### src/rtl/irq_ctrl_pkg.sv
// Shared definitions for the interrupt controller slice.
//   MCAUSE_IRQ_BIT : bit of mcause flagging an interrupt (vs. exception)
//   ID_W           : width of a channel id (up to 32 channels)
//   irq_state_e    : controller FSM states
package irq_ctrl_pkg;

  localparam int MCAUSE_IRQ_BIT = 31;
  localparam int ID_W           = 5;

  typedef enum logic [1:0] {
    ST_IDLE,
    ST_REQ,
    ST_SERVICE,
    ST_FIN
  } irq_state_e;

endpackage

### src/rtl/irq_arbiter.sv
// Combinational channel selector.
//   eligible : channels currently allowed to interrupt
//   last_id  : id of the most recently serviced channel (round-robin anchor)
//   rr_mode  : 0 = lowest index wins, 1 = first eligible above last_id, wrapping
//   valid    : at least one channel is eligible
//   id       : selected channel (only meaningful when valid)
module irq_arbiter
  import irq_ctrl_pkg::*;
#(
  parameter int N_IRQ = 16
) (
  input  logic [N_IRQ-1:0] eligible,
  input  logic [ID_W-1:0]  last_id,
  input  logic             rr_mode,
  output logic             valid,
  output logic [ID_W-1:0]  id
);

  logic [ID_W-1:0] lo_id;
  logic [ID_W-1:0] hi_id;
  logic            hi_valid;

  // Scanning downwards leaves the lowest matching index in each candidate.
  // lo_* is the lowest eligible channel overall; hi_* is the lowest one
  // strictly above last_id. Round-robin prefers hi_* and wraps to lo_*.
  // NOTE: every combinational output gets a default first so no latch is inferred.
  always_comb begin
    lo_id    = '0;
    hi_id    = '0;
    hi_valid = 1'b0;
    for (int i = N_IRQ - 1; i >= 0; i--) begin
      if (eligible[i]) begin
        lo_id = ID_W'(i);
        if (ID_W'(i) > last_id) begin
          hi_id    = ID_W'(i);
          hi_valid = 1'b1;
        end
      end
    end
  end

  assign valid = |eligible;
  assign id    = (rr_mode && hi_valid) ? hi_id : lo_id;

endmodule

### src/rtl/irq_controller.sv
// Interrupt controller: collects level/edge requests, arbitrates one channel,
// raises INT_ to the core and tracks the trap through take/mret handshakes.
//   clock, reset : system clock, synchronous active-high reset
//   int_req      : raw request lines        mie      : per-channel enable
//   glb_en       : global interrupt enable  int_take : core entered the trap
//   int_ret      : core executed mret       INT_     : request to the core
//   mcause       : {1, 0..., id}            int_fin  : one-hot completion pulse
//   busy         : high while in REQ, SERVICE or FIN
module irq_controller
  import irq_ctrl_pkg::*;
#(
  parameter int               N_IRQ     = 16,
  parameter logic [N_IRQ-1:0] EDGE_MASK = '0,
  parameter int               RR_MODE   = 0
) (
  input  logic             clock,
  input  logic             reset,
  input  logic [N_IRQ-1:0] int_req,
  input  logic [N_IRQ-1:0] mie,
  input  logic             glb_en,
  input  logic             int_take,
  input  logic             int_ret,
  output logic             INT_,
  output logic [31:0]      mcause,
  output logic [N_IRQ-1:0] int_fin,
  output logic             busy
);

  irq_state_e       state_q, state_d;
  logic [N_IRQ-1:0] req_q, req_d;
  logic [N_IRQ-1:0] pend_q, pend_d;
  logic [ID_W-1:0]  last_id_q, last_id_d;
  logic [31:0]      mcause_q, mcause_d;
  logic             int_q, int_d;
  logic [N_IRQ-1:0] fin_q, fin_d;
  logic             busy_q, busy_d;

  logic [N_IRQ-1:0] rise;
  logic [N_IRQ-1:0] pending;
  logic [N_IRQ-1:0] eligible;
  logic [N_IRQ-1:0] cur_onehot;
  logic [N_IRQ-1:0] fin_clr;
  logic [ID_W-1:0]  cur_id;
  logic             cur_eligible;
  logic             arb_valid;
  logic [ID_W-1:0]  arb_id;

  // The serviced id lives in mcause, which only changes on IDLE->REQ.
  assign cur_id = mcause_q[ID_W-1:0];

  always_comb begin
    for (int i = 0; i < N_IRQ; i++) begin
      cur_onehot[i] = (cur_id == ID_W'(i));
    end
  end

  // Edge channels take their pending bit from the sticky register,
  // level channels follow the raw line directly.
  assign rise         = int_req & ~req_q;
  assign pending      = (int_req & ~EDGE_MASK) | (pend_q & EDGE_MASK);
  assign eligible     = glb_en ? (pending & mie) : '0;
  assign cur_eligible = |(eligible & cur_onehot);
  assign fin_clr      = (state_q == ST_FIN) ? cur_onehot : '0;

  irq_arbiter #(
    .N_IRQ (N_IRQ)
  ) u_arbiter (
    .eligible (eligible),
    .last_id  (last_id_q),
    .rr_mode  (RR_MODE != 0),
    .valid    (arb_valid),
    .id       (arb_id)
  );

  always_comb begin
    state_d   = state_q;
    req_d     = int_req;
    // A rising edge in the FIN cycle beats the clear of the same channel.
    pend_d    = ((pend_q & ~fin_clr) | rise) & EDGE_MASK;
    last_id_d = last_id_q;
    mcause_d  = mcause_q;

    unique case (state_q)
      ST_IDLE: begin
        if (arb_valid) begin
          state_d                  = ST_REQ;
          mcause_d                 = '0;
          mcause_d[MCAUSE_IRQ_BIT] = 1'b1;
          mcause_d[ID_W-1:0]       = arb_id;
        end
      end
      ST_REQ: begin
        // int_take wins over a simultaneous loss of eligibility.
        if (int_take)           state_d = ST_SERVICE;
        else if (!cur_eligible) state_d = ST_IDLE;
      end
      ST_SERVICE: begin
        if (int_ret) state_d = ST_FIN;
      end
      ST_FIN: begin
        state_d   = ST_IDLE;
        last_id_d = cur_id;
      end
      default: state_d = ST_IDLE;
    endcase

    // Outputs are decoded from the next state so they register alongside it.
    int_d  = (state_d == ST_REQ);
    busy_d = (state_d != ST_IDLE);
    fin_d  = (state_d == ST_FIN) ? cur_onehot : '0;
  end

  // NOTE: state is updated with non-blocking assignments only, so every flop
  // samples the values of the previous cycle regardless of statement order.
  always_ff @(posedge clock) begin
    if (reset) begin
      state_q   <= ST_IDLE;
      req_q     <= '0;
      pend_q    <= '0;
      last_id_q <= ID_W'(N_IRQ - 1);
      mcause_q  <= '0;
      int_q     <= 1'b0;
      fin_q     <= '0;
      busy_q    <= 1'b0;
    end else begin
      state_q   <= state_d;
      req_q     <= req_d;
      pend_q    <= pend_d;
      last_id_q <= last_id_d;
      mcause_q  <= mcause_d;
      int_q     <= int_d;
      fin_q     <= fin_d;
      busy_q    <= busy_d;
    end
  end

  assign INT_    = int_q;
  assign mcause  = mcause_q;
  assign int_fin = fin_q;
  assign busy    = busy_q;

endmodule

### config.mk
export PLATFORM = sky130hd
export DESIGN_NAME = irq_controller
export DESIGN_NICKNAME = d
export VERILOG_FILES = /design/src/rtl/irq_ctrl_pkg.sv /design/src/rtl/irq_arbiter.sv /design/src/rtl/irq_controller.sv
export SDC_FILE = /design/constraint.sdc
export NUM_CORES = 1
export LEC_CHECK = 0
export ABC_AREA = 1
export CORE_UTILIZATION = 40
export DETAILED_ROUTE_END_ITERATION = 12
export PLACE_DENSITY_LB_ADDON = 0.2
export SLEW_MARGIN = 20
export SYNTH_ARGS = -nofsm -noshare
export SYNTH_HDL_FRONTEND = slang
export SYNTH_SLANG_ARGS = --single-unit
### constraint.sdc
create_clock -name clock -period 2.3 [get_ports clock]
set_input_delay 0.46 -clock clock [delete_from_list [all_inputs] [get_ports clock]]
set_output_delay 0.46 -clock clock [all_outputs]
set_load 0.1 [all_outputs]
* After elaboration in Yosys (flattened, before gate mapping)
Cells that the tools add are included.
Word-level totals: flip-flop bits (word level) 26, input bits 37, logic and storage cells 57
Cells by class: eq/ne operators 20, mux-type cells 22, bitwise operators 3, reductions and logical operators 7
Operators by type and width (number):
- two-way mux 4 bit | 16
- equality test 5 x 4 -> 1 bit (second input constant) | 8
- AND 16 bit | 2
- OR reduction 16 bit | 2
- equality test 5 x 3 -> 1 bit (second input constant) | 4
- two-way mux 16 bit | 1
- equality test 5 x 2 -> 1 bit (second input constant) | 2
- two-way mux 2 bit | 4
- one-hot mux 2 bit (4 select lines) | 1
- equality test 2 bit (second input constant) | 3
- equality test 5 x 1 -> 1 bit (second input constant) | 1
- zero test 5 bit | 1
- equality test 2 x 1 -> 1 bit (second input constant) | 2
- zero test 2 bit | 1
- AND reduction 2 bit | 1
- nonzero test 2 bit | 1
- OR reduction 2 bit | 1
- NOT 1 bit | 1

* Depth between registers and ports, before layout
word-level depth 18, mapped depth 18, depth with buffers taken out 18

* Hierarchy
From an unflattened synthesis, not the netlist that was laid out.
Unflattened totals: cells, all modules 361, area total of the unflattened synthesis 2183.3 µm²
Modules (own cells, without submodules):
- irq_controller | instances 1, cells each 223, area each 1545.2 µm²
- irq_arbiter | instances 1, cells each 138, area each 638.1 µm²

* Worst setup path before layout
OpenSTA, ideal clock, no wires.
path type register to register, start point register mcause_q[2], in the netlist mcause[2], end point register busy_q, in the netlist busy, data arrival time 1.993 ns, required time 2.185 ns, slack 0.192 ns, cell stages (with the launch flop) 11, buffers on the path 0, clock period less this slack 2.108 ns, path through dfxtp_1 > nor2_1 > nand2_1 > o22a_1 > o211ai_1 > nor4_1 > nand3_1 > nand2_1 > nand2_1 > nand2_1 > nand2_1
On the way: word-level cells in the longest chain between the ends 7, elaborated cells on any way between the ends 22, classes of those cells eq/ne: 15; mux: 3; bitwise: 1; reduce/logical: 3
Ends and longest elaborated chain:
- start, declared | line irq_controller.sv:33 | logic [31:0] mcause_q, mcause_d;
- start signal, assigned | line irq_controller.sv:130 | mcause_q <= mcause_d;
- equality test 5 x 1 -> 1 bit (tied with other cells) | line irq_controller.sv:53 | cur_onehot[i] = (cur_id == ID_W'(i));
- AND 16 bit (*) | line irq_controller.sv:62 | assign cur_eligible = |(eligible & cur_onehot);
- OR reduction 16 bit (*) | line irq_controller.sv:62
- two-way mux 2 bit (*) | line irq_controller.sv:95 | else if (!cur_eligible) state_d = ST_IDLE;
- two-way mux 2 bit (*) | line irq_controller.sv:94 | if (int_take) state_d = ST_SERVICE;
- one-hot mux 2 bit (4 select lines) (*) | line irq_controller.sv:83 | unique case (state_q)
- nonzero test 2 bit (*) | line irq_controller.sv:109 | busy_d = (state_d != ST_IDLE);
- end signal, assigned | line irq_controller.sv:133 | busy_q <= busy_d;
- end, declared | line irq_controller.sv:36 | logic busy_q, busy_d;
Mark *: on every way between the ends. The rest lies on a longest branch, timed or not. A chain may end at the register's enable or synchronous reset.

* Worst setup path in the final report
start point input port glb_en, end point register mcause_q[0], in the netlist mcause[0]
On the way: word-level cells in the longest chain between the ends 17, elaborated cells on any way between the ends 19, classes of those cells mux: 17; reduce/logical: 2
Ends and longest elaborated chain:
- start, declared | line irq_controller.sv:20 | input logic glb_en,
- two-way mux 16 bit (*) | line irq_controller.sv:61 | assign eligible = glb_en ? (pending & mie) : '0;
- two-way mux 4 bit (16 in a row) | line irq_arbiter.sv:32 | if (eligible[i]) begin
Marks and branches as above.

==> metrics.csv <==
stage;metric;value;unit
clock_tree;CTS clk-pin slew, worst paths;0.12;ns
sta;Slew Limit Fails;0;
yosys;post-synthesis simple-gate area fraction;36.7;%
drt;number of detailed-route iterations in the first pass;4;
clock_tree;cts bufs inserted;3;
clock_tree;H-tree depth;1;
worst_setup_path;Worst Setup EP;mcause[0]$_SDFFE_PP0P_;
flow_run;max_cap viols;0;
sta;Fin Setup TNS;0;ns
worst_setup_path;WS Path Type;in2reg;
worst_setup_path;worst reg-to-reg path cell count;10;
sta;Final min period;1.87;ns
floorplanning;die area;3890;µm²
run_status;outcome;finished clean;
global_route;Overall Global Routing Usage;16.1;%
yosys;Synth cell types;31;
yosys;synthesized cell area;1460;µm²
worst_setup_path;setup slack, reg-to-reg;0.67;ns
yosys;Syn Area/Cell;7.08;µm²
clock_tree;clock sink count;25;
worst_setup_path;crit-path max FO;7;
yosys;Synth Warn #;0;
sta;final setup vio count;0;
yosys;post-synthesis xor/xnor area fraction;0;%
drt;Vias per Instance;4.41;
pwr;VDD IR max;0.511;mV
pwr;Sw Ratio;50.9;%
yosys;fraction of synthesized area in multiplexers;0;%
hold_path;HP Class;reg2reg;
yosys;post-synthesis compound-gate area fraction;9.18;%
worst_setup_path;critical path data arrival time;2.13;ns
pwr;Leakage;0.940;nW
floorplanning;# IOs;87;
final_layout;area delta synth->final;35.2;%
worst_setup_path;element type at the critical path end;register;
worst_setup_path;Critical R2R Launch;mcause[2]$_SDFFE_PP0P_;
floorplanning;core area;3420;µm²
clock_tree;CTS tree;yes;
drt;total number of vias;1384;
clock_tree;Clk Tree Root Cell;clkbuf_4;
pwr;NetSw;0.000721;W
drt;drt drc;0;
sta;Fmax;535;MHz
worst_setup_path;Critical Path RT;2.56;ns
placement;count of input and output buffers;59;
drt;total wire length;3.06;mm
drt;WL/cell;9.74;µm
global_route;largest net degree at the start of global routing;17;
yosys;adder-cell area share of the yosys netlist;0;%
drt;Detail Route Antenna Nets;0;
drt;Iteration-0 DRC Markers;51;
final_layout;layout cell share with drive strength beyond 1;19.8;%
final_layout;Util after Layout;57.7;%
yosys;post-synthesis sequential area ratio;34.3;%
final_layout;Inserted Diodes;0;
floorplanning;die width;62.4;µm
pwr;Seq pwr share;35.3;%
yosys;Yosys reg bits;25;
worst_setup_path;crit path from;glb_en;
clock_tree;Skew-Pair Late Insertion Delay;0.31;ns
yosys;Post-Syn Instances;206;
global_route;first-pass GRT wire length;5.06;mm
floorplanning;die height;62.4;µm
clock_tree;Post-CTS Setup Bufs;0;
floorplanning;num rows;21;
worst_setup_path;CP startpoint kind;input port;
pwr;Pwr Density;718;nW/µm²
clock_tree;clk buf depth;2;
yosys;largest family of logic cells by synthesized area;simple AND/OR/NAND/NOR gates;
final_layout;final instance area;1970;µm²
global_route;gr ovfl total;0;
placement;Post-DP Area;1940;µm²
global_route;initial antenna violation count;0;
sta;Final Hold Violating Endpoints;0;
worst_setup_path;reg2reg end;busy$_SDFF_PP0_;
clock_tree;cts hold-fix bufs;0;
pwr;Pint;0.000694;W
sta;Max Clock Skew;0.00881;ns
sta;unrepaired setup endpoints after global routing;no;
pwr;Combinational Power Share;51.8;%
floorplanning;initial core utilization;42.7;%
final_layout;final net count;306;
clock_tree;post-CTS sizing;0;
sta;Final Cycle Share;81.3;%
placement;Final Wtd Congestion;0.901;
global_route;number of global-route vias before repair;1205;
pwr;Clock Power Share;13.0;%
placement;hpwl dp;2.61;mm
==> synthesized netlist by cell type <==
| master | number | area share, % |
|---|---|---|
| a21oi_1 | 3 | 1.0 |
| a21oi_2 | 1 | 0.60 |
| a31oi_1 | 3 | 1.3 |
| and3_1 | 1 | 0.43 |
| buf_4 | 27 | 14 |
| buf_6 | 1 | 0.77 |
| clkbuf_1 | 1 | 0.26 |
| conb_1 | 1 | 0.26 |
| dfxtp_1 | 25 | 34 |
| inv_1 | 11 | 2.8 |
| inv_2 | 7 | 1.8 |
| nand2_1 | 52 | 13 |
| nand2_2 | 4 | 1.7 |
| nand2_4 | 1 | 0.77 |
| nand3_1 | 6 | 2.1 |
| nand3_2 | 6 | 4.1 |
| nand3_4 | 2 | 2.4 |
| nor2_1 | 34 | 8.7 |
| nor2_2 | 1 | 0.43 |
| nor2_4 | 1 | 0.77 |
| nor3_1 | 3 | 1.0 |
| nor4_1 | 2 | 0.86 |
| o211a_1 | 1 | 0.69 |
| o211ai_1 | 1 | 0.51 |
| o21ai_0 | 2 | 0.69 |
| o21ai_1 | 2 | 0.69 |
| o21bai_1 | 1 | 0.51 |
| o221a_2 | 1 | 0.77 |
| o22a_1 | 1 | 0.60 |
| o22ai_1 | 3 | 1.3 |
| o31ai_1 | 1 | 0.51 |
==> how the worst min path moves through the flow <==
stage                                       start                      end  slack, ns  cells after the start
final                     mcause[31]$_SDFFE_PP0P_  mcause[31]$_SDFFE_PP0P_       0.50                      2
after global placement    mcause[31]$_SDFFE_PP0P_  mcause[31]$_SDFFE_PP0P_       0.47                      2
after detailed placement  mcause[31]$_SDFFE_PP0P_  mcause[31]$_SDFFE_PP0P_       0.47                      2
after global routing      mcause[31]$_SDFFE_PP0P_  mcause[31]$_SDFFE_PP0P_       0.53                      2
after floorplan                             reset   mcause[0]$_SDFFE_PP0P_       0.52                      1
after CTS                 mcause[31]$_SDFFE_PP0P_  mcause[31]$_SDFFE_PP0P_       0.50                      2
==> power groups by stage <==
stage / Sequential (W) / Combinational, W / Clock (W)
after floorplan: 0.000703 / 0.000416 / 0
after global placement: 0.000510 / 0.000729 / 0
after detailed placement: 0.000509 / 0.000730 / 0
after CTS: 0.000500 / 0.000731 / 0.000189
after global routing: 0.000507 / 0.000775 / 0.000213
final: 0.000499 / 0.000732 / 0.000183
==> critical path, cell delays in order <==
cell and delay, ns:
clkdlybuf4s50_1 0.56, buf_4 0.20, nand3_2 0.10, nand2_1 0.12, nor2_1 0.06, nand2_2 0.07, nand2_2 0.07, nand2_4 0.12
inv_2 0.04, a31oi_1 0.12, nand2_1 0.08, a21oi_2 0.11
==> registers in the layout, indices dropped and copies added, names as in the netlist <==
register	flops
INT_	1
busy	1
int_fin	16
mcause	5
state_q	2
==> cell type report <==
| type | instances | area (µm²) |
|---|---|---|
| clock buffer | 3 | 22.5 |
| clock inverter | 1 | 5.00 |
| fill | 356 | 1440 |
| inverter | 18 | 67.6 |
| multi-input combinational | 160 | 771 |
| sequential | 25 | 500 |
| tap | 46 | 57.6 |
| timing repair buffer | 61 | 548 |
==> cells by family (layout without fill, tap and decap cells) <==
logic type             after synthesis  in the layout
AOI/OAI and AO/OA                   20             20
buffers and inverters               47             83
DFF                                 25             25
other                                1             27
and+or+nand+nor                    113            113
==> through the flow <==
step	total power (W)	hold WS [ns]	std cells	setup WS, ns
6_report	0.00141	0.504	314	0.430
5_1_grt	0.00150	0.528	314	0.249
4_1_cts	0.00142	0.505	314	0.419
3_5_place_dp	0.00124	0.466	310	0.0946
3_3_place_gp	0.00124	0.471	310	0.128
2_1_floorplan	0.00112	0.522	232	0.192
==> cells in the final DEF, fill, tap and decap left out, drive strengths merged, types with 2 or more instances in the layout <==
master	n
nor4	2
nand2	57
buf	25
dfxtp	25
inv	18
clkbuf	3
a21oi	4
nor3	3
conb	27
clkdlybuf4s50	36
o21ai	4
o22ai	3
nor2	36
nand3	14
a31oi	3
==> routing by layer <==
layer / vias to the layer above / share of wire [%] / track usage [%]
li1: 726 / - / -
met1: 585 / 44 / 20.3
met2: 71 / 48 / 27.7
met3: 2 / 8.2 / 3.65
met5: - / 0 / 0
met4: 0 / 0.16 / 4.07
Note: power is estimated with default switching activity, not from simulation.
